$ cat src/rtl/ram_arbiter.sv
// Two-port (instruction fetch / load-store) round-robin arbiter in front of a
// single-ported 64-bit memory helper; one transaction in flight at a time.
module ram_arbiter #(
    parameter logic [63:0]    BASE = 64'h0000_0000_8000_0000,
    localparam int unsigned   XLEN = 64,
    localparam int unsigned   ILEN = 32
) (
    input  logic            clk,
    input  logic            rst,

    input  logic            if_req,
    input  logic [XLEN-1:0] if_addr,
    output logic            if_gnt,
    output logic            if_rvalid,
    output logic [ILEN-1:0] if_rdata,
    output logic            if_err,
    input  logic            if_rready,

    input  logic            ls_req,
    input  logic            ls_wen,
    input  logic [XLEN-1:0] ls_addr,
    input  logic [XLEN-1:0] ls_wdata,
    input  logic [XLEN-1:0] ls_wmask,
    output logic            ls_gnt,
    output logic            ls_rvalid,
    output logic [XLEN-1:0] ls_rdata,
    output logic            ls_err,
    input  logic            ls_rready,

    output logic            mem_en,
    output logic            mem_wen,
    output logic [XLEN-1:0] mem_idx,
    output logic [XLEN-1:0] mem_wdata,
    output logic [XLEN-1:0] mem_wmask,
    input  logic [XLEN-1:0] mem_rdata
);

    localparam logic [1:0] IDLE   = 2'd0;
    localparam logic [1:0] ACCESS = 2'd1;
    localparam logic [1:0] RESP   = 2'd2;

    logic [1:0]      state_q, state_d;
    logic            last_ls_q, last_ls_d;
    logic            owner_ls_q, owner_ls_d;
    logic            half_q, half_d;
    logic            wen_q, wen_d;
    logic            err_q, err_d;

    logic            mem_en_d, mem_wen_d;
    logic [XLEN-1:0] mem_idx_d, mem_wdata_d, mem_wmask_d;

    logic            if_rvalid_d, if_err_d;
    logic [ILEN-1:0] if_rdata_d;
    logic            ls_rvalid_d, ls_err_d;
    logic [XLEN-1:0] ls_rdata_d;

    logic            pick_ls;
    logic [XLEN-1:0] win_addr;
    logic [XLEN-1:0] win_off;
    logic            win_err;
    logic            win_wen;

    // Winner selection: a lone requester always wins, on contention the port not granted last.
    assign pick_ls  = ls_req && (!if_req || !last_ls_q);
    assign win_addr = pick_ls ? ls_addr : if_addr;
    assign win_wen  = pick_ls && ls_wen;
    assign win_err  = win_addr < BASE;
    assign win_off  = win_addr - BASE;

    always_comb begin
        state_d     = state_q;
        last_ls_d   = last_ls_q;
        owner_ls_d  = owner_ls_q;
        half_d      = half_q;
        wen_d       = wen_q;
        err_d       = err_q;
        if_gnt      = 1'b0;
        ls_gnt      = 1'b0;
        mem_en_d    = 1'b0;
        mem_wen_d   = 1'b0;
        mem_idx_d   = '0;
        mem_wdata_d = '0;
        mem_wmask_d = '0;
        if_rvalid_d = if_rvalid;
        if_rdata_d  = if_rdata;
        if_err_d    = if_err;
        ls_rvalid_d = ls_rvalid;
        ls_rdata_d  = ls_rdata;
        ls_err_d    = ls_err;

        case (state_q)
            IDLE: begin
                if (if_req || ls_req) begin
                    if_gnt     = !pick_ls;
                    ls_gnt     = pick_ls;
                    last_ls_d  = pick_ls;
                    owner_ls_d = pick_ls;
                    half_d     = win_addr[2];
                    wen_d      = win_wen;
                    err_d      = win_err;
                    // Memory strobes are registered so they are live for exactly the ACCESS cycle.
                    mem_en_d   = !win_err;
                    mem_wen_d  = !win_err && win_wen;
                    mem_idx_d  = win_off >> 3;
                    if (win_wen) begin
                        mem_wdata_d = ls_wdata;
                        mem_wmask_d = ls_wmask;
                    end
                    state_d    = ACCESS;
                end
            end
            ACCESS: begin
                state_d = RESP;
                if (owner_ls_q) begin
                    ls_rvalid_d = 1'b1;
                    ls_err_d    = err_q;
                    ls_rdata_d  = (err_q || wen_q) ? '0 : mem_rdata;
                end else begin
                    if_rvalid_d = 1'b1;
                    if_err_d    = err_q;
                    if_rdata_d  = err_q ? '0 : (half_q ? mem_rdata[63:32] : mem_rdata[31:0]);
                end
            end
            RESP: begin
                if (owner_ls_q ? ls_rready : if_rready) begin
                    state_d     = IDLE;
                    if_rvalid_d = 1'b0;
                    if_rdata_d  = '0;
                    if_err_d    = 1'b0;
                    ls_rvalid_d = 1'b0;
                    ls_rdata_d  = '0;
                    ls_err_d    = 1'b0;
                end
            end
            default: state_d = IDLE;
        endcase
    end

    always_ff @(posedge clk) begin
        if (rst) begin
            state_q    <= IDLE;
            last_ls_q  <= 1'b0;
            owner_ls_q <= 1'b0;
            half_q     <= 1'b0;
            wen_q      <= 1'b0;
            err_q      <= 1'b0;
            mem_en     <= 1'b0;
            mem_wen    <= 1'b0;
            mem_idx    <= '0;
            mem_wdata  <= '0;
            mem_wmask  <= '0;
            if_rvalid  <= 1'b0;
            if_rdata   <= '0;
            if_err     <= 1'b0;
            ls_rvalid  <= 1'b0;
            ls_rdata   <= '0;
            ls_err     <= 1'b0;
        end else begin
            state_q    <= state_d;
            last_ls_q  <= last_ls_d;
            owner_ls_q <= owner_ls_d;
            half_q     <= half_d;
            wen_q      <= wen_d;
            err_q      <= err_d;
            mem_en     <= mem_en_d;
            mem_wen    <= mem_wen_d;
            mem_idx    <= mem_idx_d;
            mem_wdata  <= mem_wdata_d;
            mem_wmask  <= mem_wmask_d;
            if_rvalid  <= if_rvalid_d;
            if_rdata   <= if_rdata_d;
            if_err     <= if_err_d;
            ls_rvalid  <= ls_rvalid_d;
            ls_rdata   <= ls_rdata_d;
            ls_err     <= ls_err_d;
        end
    end

endmodule

$ cat config.mk
export PLATFORM = sky130hd
export DESIGN_NAME = ram_arbiter
export DESIGN_NICKNAME = d
export VERILOG_FILES = /design/src/rtl/ram_arbiter.sv
export SDC_FILE = /design/constraint.sdc
export NUM_CORES = 1
export LEC_CHECK = 0
export CAP_MARGIN = 30
export CORE_AREA = 2 2 243 245
export DETAILED_ROUTE_END_ITERATION = 8
export DIE_AREA = 0 0 245 247
export SYNTH_ARGS = -nofsm -noshare
export SYNTH_HDL_FRONTEND = slang
export SYNTH_SLANG_ARGS = --single-unit
$ cat constraint.sdc
create_clock -name clk -period 5.86 [get_ports clk]
set_clock_uncertainty 0.15 [all_clocks]
set_input_delay 0.879 -clock clk [delete_from_list [all_inputs] [get_ports clk]]
set_output_delay 0.879 -clock clk [all_outputs]
set_load 0.01 [all_outputs]
==> impl_metrics.json <==
{
  "status": "finished clean",
  "syn_area_um2": 10900,
  "post_cts_buffers": 0,
  "die-height_um": 247,
  "nets": 2048,
  "initial_core_util_pct": 18.7,
  "rsz0062_at_grt": "no",
  "slew_headroom_pct": 41.1,
  "rows": 89,
  "worst_pin_slew_ns": 0.884,
  "drt_iter0_drc": 453,
  "tritoncts": "done",
  "switchingPower_w": 0.00130,
  "worstSetupStartpointType": "input port",
  "setup_ws_ns": 1.90,
  "vdd_drop_max_mv": 0.200,
  "setup_viol": 0,
  "timing.fmax_mhz": 252,
  "seq_power_share_pct": 40.5,
  "max_cap_viol_count": 0,
  "synth_cell_type_count": 64,
  "grt_pass1_vias": 10600,
  "async_reset_ff_share_pct": 0,
  "fin_setup_tns_ns": 0,
  "holdBufCountCts": 0,
  "nFillCells": 5931,
  "hp-class": "register to register",
  "p_sw_share_pct": 24.5,
  "cp_max_fo": 35,
  "slew_violations": 0,
  "syn2layout_area_growth_pct": 75.7,
  "place.gp.congestion": 0.873,
  "cts_max_path_buffers": 3,
  "synth_ff_type": "dfxtp_1",
  "multi_input_area_um2": 4590,
  "synth_top_area_cell": "dfxtp_1",
  "port_buffers": 615,
  "die-area_um2": 60500,
  "p_int_w": 0.00399,
  "ff_latch_area_um2": 5950,
  "place_ws_ns": 1.59,
  "p_leak_nw": 7.08,
  "coreArea_um2": 58200,
  "cts_root_buffer": "clkbuf_16",
  "htreeDepth": 2,
  "cts_made_buffers": 36,
  "synth_edf_count": 0,
  "cts_sinks": 297,
  "grt_max_degree": 95,
  "p_clk_share_pct": 44.6,
  "combPwrFrac_pct": 14.9,
  "synth_seq_area_share_pct": 54.7,
  "syn_area_per_cell_um2": 9.61,
  "postRouteAntennaNets": 0,
  "clk-insertion-delay-late_ns": 0.53,
  "grt_overflow": 0,
  "wirelength_um": 43400,
  "fin_crit_sh_pct": 67.6,
  "drc_errors": 0,
  "fin_crit_ns": 3.96,
  "grt_first_pass_wirelength_um": 63400,
  "vias_per_cell": 4.24,
  "crit_arrival_ns": 2.93,
  "crit_required_ns": 4.83,
  "hpwl_um": 32300,
  "critPathKind": "input port to primary output",
  "groute.usage.overall_pct": 13.6,
  "fp.dieW_um": 245,
  "power_density_nw_per_um2": 277,
  "cts.repair.resized": 0,
  "clk_pin_slew_ns": 0.06,
  "antenna_found_initial": 5,
  "synth_area_leaders": "dfxtp_1 55%, and2_1 7.7%, a22oi_1 6.8%",
  "endpoint_kind": "primary output",
  "yosys_register_bits": 297,
  "synthCells": 1131,
  "firstDrtPassIters": 5,
  "hold_viol": 0,
  "yosys_warnings": 0,
  "wl_per_cell_um": 17.2,
  "ios": 623,
  "drive_above_1_share_pct": 6.98,
  "yosysTopAreaCellShare_pct": 54.7,
  "vias": 10700
}
## cells by family (layout without fill, tap and decap cells)
| kind of cell | Yosys count | in the layout | share of synthesized area, % |
|---|---|---|---|
| simple gates | 486 | 486 | 22.3 |
| flops | 297 | 297 | 54.7 |
| compound gates | 185 | 185 | 12.2 |
| buf+inv | 84 | 698 | 3.28 |
| mux | 64 | 64 | 6.31 |
| xor+xnor | 13 | 13 | 1.05 |
| fa+ha+maj | 1 | 1 | 0.115 |
| other cells | 1 | 4 | 0.0345 |
## per-stage QoR
step           cell area (um2)  hold slack [ns]  utilization (%)  cells  power, W
2_1_floorplan            10900            0.331                -   1133   0.00248
3_3_place_gp             17800            0.295             30.5   2453   0.00296
3_5_place_dp             17800            0.304             30.5   2453   0.00297
4_1_cts                  19000            0.312             32.7   2518   0.00537
5_1_grt                  19100            0.330             32.8   2521   0.00551
6_report                 19100            0.319             32.8   2521   0.00528
## power groups by stage
stage | Combinational [W] | Clock, W | Sequential [W]
after floorplan | 0.000265 | 0 | 0.00221
final | 0.000787 | 0.00236 | 0.00214
after global routing | 0.000849 | 0.00251 | 0.00214
after global placement | 0.000772 | 0 | 0.00219
after detailed placement | 0.000775 | 0 | 0.00219
after CTS | 0.000781 | 0.00245 | 0.00215
## flip-flops by register name (all words and copies together) (netlist names)
name        count
mem_en          1
state_q         2
wen_q           1
ls_rdata       64
ls_err          1
if_rdata       32
if_rvalid       1
owner_ls_q      1
if_err          1
err_q           1
mem_wmask      64
mem_idx        61
mem_wdata      64
half_q          1
ls_rvalid       1
mem_wen         1
## Yosys cell counts (8+ instances only)
| library cell | number |
|---|---|
| a22oi_1 | 98 |
| mux2_2 | 32 |
| dfxtp_1 | 297 |
| a21oi_1 | 42 |
| xnor2_1 | 8 |
| nor4_1 | 17 |
| buf_2 | 12 |
| mux2i_1 | 31 |
| nand3_1 | 28 |
| nor2_1 | 120 |
| nand2_1 | 114 |
| nor3_1 | 35 |
| and2_1 | 134 |
| clkbuf_1 | 59 |
## layout make-up
type,instances,area share (%)
antenna,1,0.0131
clock buffer,51,5.76
clock inverter,14,0.872
inverter,5,0.0983
multi-input combinational,752,24.0
sequential,297,31.2
tap,773,5.07
timing repair buffer,628,33.0
## metal layers
| layer | share of wire (%) | vias to the layer above | global-route usage, % | routed length [um] |
|---|---|---|---|---|
| met5 | 0.14 | - | 0 | 59 |
| met4 | 4.3 | 8 | 6.65 | 1870 |
| met3 | 9.3 | 109 | 4.47 | 4050 |
| met2 | 48 | 542 | 22.8 | 20800 |
| met1 | 38 | 4945 | 15.5 | 16600 |
| li1 | - | 5082 | - | - |
## worst paths after layout
check	start	to	slack [ns]	depth (start not counted)
max	if_req	ls_gnt	1.90	5
min	ls_rvalid	ls_rvalid	0.32	2
max reg2reg	owner_ls_q	mem_idx[54]	2.48	8
min reg2reg	ls_rvalid	ls_rvalid	0.32	2
## worst max-delay path, stage by stage
cell and delay (ns):
clkdlybuf4s50_1 0.62, a21bo_4 0.51, buf_4 0.34, nor3_1 0.07
clkdlybuf4s50_1 0.49
## placed cells by master, fill, tap and decap left out, drive strengths merged, types with 2 or more instances in the layout
master	n
nand4	5
a21oi	42
nor4b	2
nor3	36
o22ai	2
nand2b	3
o211ai	2
clkinv	9
xor2	5
nand4b	2
nor4	18
xnor2	8
o21ai	7
a21o	3
nor3b	5
conb	3
clkbuf	51
nand3	28
or4	2
clkdlybuf4s50	614
and4	2
nor2	120
inv	6
dfxtp	297
nor2b	3
bufinv	3
a31oi	5
nand3b	3
buf	14
mux2	33
o31ai	3
or3	4
and2	134
o41ai	4
a21boi	2
mux2i	31
nand2	114
a22oi	99
and3	4
a2111oi	2
Note: power is estimated with default switching activity, not from simulation.
